$ cat config.mk
export PLATFORM = sky130hd
export DESIGN_NAME = muldiv_seq_flat
export DESIGN_NICKNAME = d
export VERILOG_FILES = /design/src/rtl/muldiv_pkg.sv /design/src/rtl/muldiv_if.sv /design/src/rtl/muldiv_step.sv /design/src/rtl/muldiv_seq.sv /design/src/flat_wrapper.sv
export SDC_FILE = /design/constraint.sdc
export NUM_CORES = 1
export LEC_CHECK = 0
export CAP_MARGIN = 40
export CORE_ASPECT_RATIO = 1.1
export CORE_MARGIN = 2
export CORE_UTILIZATION = 56
export DETAILED_ROUTE_END_ITERATION = 8
export PLACE_DENSITY = 0.8
export SYNTH_ARGS = -nofsm -noshare
export SYNTH_HDL_FRONTEND = slang
export SYNTH_SLANG_ARGS = --single-unit
$ cat constraint.sdc
create_clock -name clk -period 4.41 [get_ports clk]
set_clock_uncertainty 0.05 [all_clocks]
set_input_delay 1.1025 -clock clk [delete_from_list [all_inputs] [get_ports clk]]
set_output_delay 1.1025 -clock clk [all_outputs]
set_load 0.005 [all_outputs]
$ cat src/rtl/muldiv_pkg.sv
// Shared opcodes, FSM state encoding and operation mode for the multiply/divide sequencer.
package muldiv_pkg;

  localparam int DEFAULT_WIDTH = 32;

  localparam logic [5:0] OP_MUL  = 6'h02;
  localparam logic [5:0] OP_DIV  = 6'h03;
  localparam logic [5:0] OP_MFHI = 6'h18;
  localparam logic [5:0] OP_MFLO = 6'h19;

  typedef enum logic [1:0] {
    ST_IDLE = 2'd0,
    ST_RUN  = 2'd1,
    ST_DONE = 2'd2
  } state_e;

  typedef enum logic {
    MODE_MUL = 1'b0,
    MODE_DIV = 1'b1
  } mode_e;

  // Only MUL and DIV start an operation; every other opcode is ignored here.
  function automatic logic is_muldiv_op(input logic [5:0] op);
    return (op == OP_MUL) || (op == OP_DIV);
  endfunction

endpackage

$ cat src/rtl/muldiv_if.sv
// Issue/result bundle between the decode/ALU stage (master) and the muldiv sequencer (slave).
interface muldiv_if #(
  parameter int WIDTH = 32
);
  logic             start;
  logic [5:0]       op;
  logic [WIDTH-1:0] in_s1;
  logic [WIDTH-1:0] in_s2;
  logic             flush;
  logic             busy;
  logic             done;
  logic [WIDTH-1:0] hi;
  logic [WIDTH-1:0] lo;
  logic             div_by_zero;

  modport master (
    output start, op, in_s1, in_s2, flush,
    input  busy, done, hi, lo, div_by_zero
  );

  modport slave (
    input  start, op, in_s1, in_s2, flush,
    output busy, done, hi, lo, div_by_zero
  );
endinterface

$ cat src/rtl/muldiv_step.sv
// One combinational iteration: shift-add multiply or restoring divide on a 2W-bit accumulator.
// For DIV the new quotient bit is returned separately; its slot in acc_next is left as zero.
module muldiv_step
  import muldiv_pkg::*;
#(
  parameter int WIDTH = DEFAULT_WIDTH
) (
  input  mode_e              mode,
  input  logic [2*WIDTH-1:0] acc,
  input  logic [WIDTH-1:0]   operand,
  output logic [2*WIDTH-1:0] acc_next,
  output logic               q_bit
);

  logic [WIDTH:0] sum;
  logic [WIDTH:0] shifted;
  logic [WIDTH:0] diff;

  // MUL: acc = {partial product, remaining multiplier bits}, consumed LSB first.
  // DIV: acc = {remainder, dividend bits shifting into quotient}; diff[WIDTH] is the borrow.
  always_comb begin
    sum      = '0;
    shifted  = '0;
    diff     = '0;
    acc_next = '0;
    q_bit    = 1'b0;
    if (mode == MODE_MUL) begin
      sum      = {1'b0, acc[2*WIDTH-1:WIDTH]} + (acc[0] ? {1'b0, operand} : '0);
      acc_next = {sum, acc[WIDTH-1:1]};
    end else begin
      shifted  = {acc[2*WIDTH-1:WIDTH], acc[WIDTH-1]};
      diff     = shifted - {1'b0, operand};
      q_bit    = ~diff[WIDTH];
      acc_next = {(q_bit ? diff[WIDTH-1:0] : shifted[WIDTH-1:0]), acc[WIDTH-2:0], 1'b0};
    end
  end

endmodule

$ cat src/rtl/muldiv_seq.sv
// Iterative unsigned MUL/DIV sequencer owning HI/LO; stalls the pipeline via busy until done.
module muldiv_seq
  import muldiv_pkg::*;
#(
  parameter int WIDTH = DEFAULT_WIDTH
) (
  input logic      clk,
  input logic      rst_n,
  muldiv_if.slave  bus
);

  localparam int CW = $clog2(WIDTH);

  state_e             state_q, state_d;
  mode_e              mode_q, mode_d;
  logic [CW-1:0]      cnt_q, cnt_d;
  logic [WIDTH-1:0]   operand_q, operand_d;
  logic [2*WIDTH-1:0] acc_q, acc_d;
  logic [WIDTH-1:0]   hi_q, hi_d;
  logic [WIDTH-1:0]   lo_q, lo_d;
  logic               dbz_q, dbz_d;

  logic [2*WIDTH-1:0] step_acc;
  logic               step_q;
  logic               accept;

  muldiv_step #(.WIDTH(WIDTH)) u_step (
    .mode     (mode_q),
    .acc      (acc_q),
    .operand  (operand_q),
    .acc_next (step_acc),
    .q_bit    (step_q)
  );

  // A flush in the same cycle as a start cancels that start.
  assign accept = bus.start && is_muldiv_op(bus.op) && !bus.flush;

  always_comb begin
    state_d   = state_q;
    mode_d    = mode_q;
    cnt_d     = cnt_q;
    operand_d = operand_q;
    acc_d     = acc_q;
    hi_d      = hi_q;
    lo_d      = lo_q;
    dbz_d     = dbz_q;
    case (state_q)
      ST_IDLE: begin
        if (accept) begin
          cnt_d = '0;
          dbz_d = 1'b0;
          if (bus.op == OP_DIV) begin
            mode_d    = MODE_DIV;
            operand_d = bus.in_s2;
            acc_d     = {{WIDTH{1'b0}}, bus.in_s1};
            // Divide by zero skips the iterations and reports a saturated quotient.
            if (bus.in_s2 == '0) begin
              state_d = ST_DONE;
              hi_d    = bus.in_s1;
              lo_d    = '1;
              dbz_d   = 1'b1;
            end else begin
              state_d = ST_RUN;
            end
          end else begin
            mode_d    = MODE_MUL;
            operand_d = bus.in_s1;
            acc_d     = {{WIDTH{1'b0}}, bus.in_s2};
            state_d   = ST_RUN;
          end
        end
      end
      ST_RUN: begin
        if (bus.flush) begin
          state_d = ST_IDLE;
        end else begin
          acc_d = step_acc | {{(2*WIDTH-1){1'b0}}, step_q};
          // HI/LO only change on the edge into DONE so MFHI/MFLO see a stable result meanwhile.
          if (cnt_q == CW'(WIDTH-1)) begin
            state_d = ST_DONE;
            hi_d    = acc_d[2*WIDTH-1:WIDTH];
            lo_d    = acc_d[WIDTH-1:0];
          end else begin
            cnt_d = cnt_q + CW'(1);
          end
        end
      end
      ST_DONE: begin
        state_d = ST_IDLE;
      end
      default: begin
        state_d = ST_IDLE;
      end
    endcase
  end

  always_ff @(posedge clk) begin
    if (!rst_n) begin
      state_q   <= ST_IDLE;
      mode_q    <= MODE_MUL;
      cnt_q     <= '0;
      operand_q <= '0;
      acc_q     <= '0;
      hi_q      <= '0;
      lo_q      <= '0;
      dbz_q     <= 1'b0;
    end else begin
      state_q   <= state_d;
      mode_q    <= mode_d;
      cnt_q     <= cnt_d;
      operand_q <= operand_d;
      acc_q     <= acc_d;
      hi_q      <= hi_d;
      lo_q      <= lo_d;
      dbz_q     <= dbz_d;
    end
  end

  assign bus.busy        = (state_q != ST_IDLE);
  assign bus.done        = (state_q == ST_DONE);
  assign bus.hi          = hi_q;
  assign bus.lo          = lo_q;
  assign bus.div_by_zero = dbz_q;

endmodule

$ cat src/flat_wrapper.sv
// flat-port wrapper written by rule: the top's interface ports become plain ports
module muldiv_seq_flat import muldiv_pkg::*;
#(
  parameter int WIDTH = DEFAULT_WIDTH
)
  (clk, rst_n, bus_start, bus_op, bus_in_s1, bus_in_s2, bus_flush, bus_busy, bus_done, bus_hi, bus_lo, bus_div_by_zero);
  muldiv_if #(.WIDTH(WIDTH)) bus_i ();
  input logic clk;
  input logic rst_n;
  input wire logic [$bits(bus_i.start)-1:0] bus_start;
  input wire logic [$bits(bus_i.op)-1:0] bus_op;
  input wire logic [$bits(bus_i.in_s1)-1:0] bus_in_s1;
  input wire logic [$bits(bus_i.in_s2)-1:0] bus_in_s2;
  input wire logic [$bits(bus_i.flush)-1:0] bus_flush;
  output wire logic [$bits(bus_i.busy)-1:0] bus_busy;
  output wire logic [$bits(bus_i.done)-1:0] bus_done;
  output wire logic [$bits(bus_i.hi)-1:0] bus_hi;
  output wire logic [$bits(bus_i.lo)-1:0] bus_lo;
  output wire logic [$bits(bus_i.div_by_zero)-1:0] bus_div_by_zero;
  assign bus_i.start = bus_start;
  assign bus_i.op = bus_op;
  assign bus_i.in_s1 = bus_in_s1;
  assign bus_i.in_s2 = bus_in_s2;
  assign bus_i.flush = bus_flush;
  assign bus_busy = bus_i.busy;
  assign bus_done = bus_i.done;
  assign bus_hi = bus_i.hi;
  assign bus_lo = bus_i.lo;
  assign bus_div_by_zero = bus_i.div_by_zero;
  muldiv_seq #(.WIDTH(WIDTH)) u_core (.clk(clk), .rst_n(rst_n), .bus(bus_i));
endmodule
==> results by group <==
Timing
  • Fin crit period: 4.07 ns
  • Slew of the pin with the lowest slew margin: 0.954 ns
  • Worst setup margin: 0.338 ns
  • Hold slack: 0.446 ns
  • Fin. Hold Viols: 0
  • Slew Viols, Final: 0
  • Rel. slew slack: 0.364
  • Setup repair after global routing missed its margin: false
  • Max Freq: 0.246 GHz
  • Setup tns final: 0 ns
  • Crit share post-route: 0.923
  • Setup violators final: 0

Job
  • Max Cap Viol: 0

Synthesis
  • Post-synthesis instance total: 1563
  • Synth unique cells: 75
  • Top post-synthesis cells by area: dfxtp_1, a21oi_1, ha_1
  • Synthesized area per cell: 7.46 sq um
  • Synth async-reset ratio: 0
  • Compound-Gate Fraction of Synth Area: 0.298
  • Post-Synth XOR/XNOR Area: 0.0421
  • Post-synth EDFFs: 0
  • Synth Register Bits: 169
  • Post-synth top area share: 0.290
  • Syn Nets: 1705
  • Yosys top cell by area: dfxtp_1
  • Syn. warnings: 0
  • Largest family of logic cells by synthesized area: compound AO/OA/AOI/OAI gates
  • Synth Cell Area: 0.0117 sq mm
  • Mux cell area share after synthesis: 0.0186
  • Simple-gate share of the synthesized area: 0.221
  • Top FF cell, synth: dfxtp_1
  • Post-Synth Adder-Cell Area: 0.0742
  • Post-synthesis sequential area ratio: 0.290

Global route
  • First-pass GRT wire length: 61.1 mm
  • GR Util All Layers: 0.349
  • Largest net degree at the start of global routing: 90
  • Initial antenna violation count: 0
  • Vias in the first global route: 11600
  • Gr ovfl total: 0

Finish
  • Share of layout cells above drive strength 1: 0.0737
  • ANT cells: 0
  • Fin area: 0.0139 sq mm
  • Area Overhead vs Synth: 19.4%
  • Commonest cells after routing, fill and taps aside: nand2_1, a21oi_1, dfxtp_1
  • Most common cell after layout, fill and taps aside: nand2_1
  • Layout Nets: 1799

Floorplanning
  • Die area: 0.0220 sq mm
  • Core Area: 0.0205 sq mm
  • Die Width: 142 um
  • Top Ports: 141
  • Die Span Y: 155 um
  • Starting Density: 0.569
  • Std cell rows: 55

Drt
  • WL met3: 2.82 mm
  • Vias per inst: 6.43
  • Iter 0 DRT Violations: 1117
  • Post-DR wirelength/cell: 20.3 um
  • Met2 wire len: 18.4 mm
  • Top layer in use: met4
  • DRC Markers: 0
  • Routed WL: 39.2 mm
  • Vias: 12400
  • Post-DRT Antenna Nets: 0
  • Metal-1 WL: 15.4 mm
  • DR pass1 iterations: 5

Place
  • RePlAce Congestion: 0.947
  • # port buffers: 140
  • DP Wirelength: 28.5 mm
  • Pre-CTS setup slack: 0.215 ns
  • Placed Area: 0.0134 sq mm

CTS
  • Reg clk slew, reported paths: 0.07 ns
  • Hold bufs inserted after CTS: 0
  • H-tree levels: 4
  • Clock root buffer: clkbuf_16
  • Maximum clock insertion buffer count: 2
  • Num Clock Sinks: 169
  • CTS tree: built
  • Post-CTS Setup Inserts: 0
  • Cts bufs inserted: 17
  • Clock latency on the worst-skew pair: 0.44 ns
  • Post-cts resize count: 0

Setup path
  • Worst path max stage delay: 0.44 ns
  • Slowest CP cell: fa_1
  • RR Endpoint: u_core.bus.hi[24]$_SDFFE_PN0P_
  • Element type at the critical path start: flop
  • Worst Setup SP: u_core.acc_q[31]$_SDFFE_PN0P_
  • WP data required: 4.66 ns
  • Crit-path max FO: 12
  • CP cell instances: inv_1, ha_1, fa_1, nand2b_1, a21oi_1, a21boi_2, o21ai_1, o21a_1, a2111oi_4, nor2_2, buf_4, mux2_2, a21oi_1, o221ai_1
  • Worst reg2reg path startpoint: u_core.acc_q[31]$_SDFFE_PN0P_
  • Setup Crit Path Kind: reg2reg
  • CP most frequent cell: a21oi_1
  • Worst Setup End Kind: flop
  • Critical Path AT: 4.32 ns
  • Reg2reg path depth: 14
  • R2R Setup Slk: 0.34 ns

Power
  • Pleak: 5.53 nW
  • P per Cell Area: 235 mW/mm^2
  • Worst VDD drop: 0.000318 V

Hold path
  • Worst hold-check path type: reg2reg
  • Hold Path Depth: 2
  • Worst Hold End: u_core.bus.lo[4]$_SDFFE_PN0P_
  • Hold wc startpoint: u_core.bus.lo[4]$_SDFFE_PN0P_

Run status
  • Status: completed
[report_power, final]
| group | switching, mW | internal [mW] | leakage (nW) |
|---|---|---|---|
| Combinational | 0.166 | 0.126 | 3.90 |
| Clock | 0.679 | 0.764 | 0.268 |
| Sequential | 0.00376 | 1.53 | 1.36 |
| Total | 0.849 | 2.42 | 5.53 |
[kinds of logic (layout without fill, tap and decap cells)]
logic type	count (synthesis)	count (layout)
and+or+nand+nor	566	566
AOI/OAI and AO/OA	520	520
DFF	169	169
buffers and inverters	164	271
adders and majority gates	68	68
xor gates and xnor gates	56	56
muxes	20	20
[critical path: cells and delay by family (launching register included)]
kind	cells	cell delay, ns
muxes	1	0.36
buffers and inverters	2	0.40
and+or+nand+nor	2	0.49
DFF	1	0.36
adders and majority gates	2	0.69
AOI/OAI and AO/OA	7	1.57
[Yosys cell counts (9+ instances only)]
cell,instances
xor2_1,25
a211oi_1,71
a21o_1,34
xnor2_1,31
a21oi_1,170
o211ai_1,9
nor3_1,19
a311oi_1,37
nand4_1,16
nor4_1,14
mux2i_1,10
dfxtp_1,169
clkbuf_1,108
o21ai_0,79
mux2_2,9
a31oi_1,10
and2_1,68
o221ai_1,11
nand3_1,50
inv_1,46
o21a_1,13
o22ai_1,9
o21bai_1,13
nor2_1,155
ha_1,66
nand2_1,201
[stage by stage]
stage	total power, mW	instances	util
3_3_place_gp	1.85	1894	0.651
4_1_cts	3.26	1926	0.679
2_1_floorplan	1.71	1563	-
3_5_place_dp	1.85	1894	0.651
6_report	3.27	1926	0.679
5_1_grt	3.34	1926	0.679
[sequential cells by signal (all words and copies together), names as in the netlist]
register,flops
u_core.cnt_q,5
u_core.mode_q,1
u_core.bus.lo,32
u_core.operand_q,32
u_core.acc_q,64
u_core.bus.hi,32
u_core.state_q,2
u_core.bus.div_by_zero,1
[layer usage]
metal | global-route usage | vias to the layer above
met4 | 0.207 | 0
met1 | 0.429 | 5780
met5 | 0 | -
met3 | 0.0406 | 153
li1 | - | 5847
met2 | 0.590 | 608
[worst max path at each step]
stage                                     end  slack, ns  cells after the start
2_1_floorplan   u_core.bus.hi[9]$_SDFFE_PN0P_       0.97                     15
3_3_place_gp   u_core.bus.hi[25]$_SDFFE_PN0P_       0.26                      9
3_5_place_dp   u_core.bus.hi[25]$_SDFFE_PN0P_       0.22                     12
4_1_cts        u_core.bus.hi[24]$_SDFFE_PN0P_       0.43                     14
5_1_grt         u_core.acc_q[56]$_SDFFE_PN0P_       0.19                     14
6_report       u_core.bus.hi[24]$_SDFFE_PN0P_       0.34                     14
[layout make-up]
type	instances	area (sq um)
Clock buffer	19	453
Clock inverter	13	110
Fill cell	1752	6580
Inverter	48	181
Multi-Input combinational cell	1230	7660
Sequential cell	169	3380
Tap cell	256	320
Timing Repair Buffer	191	1820
(Power assumes the default switching activity.)
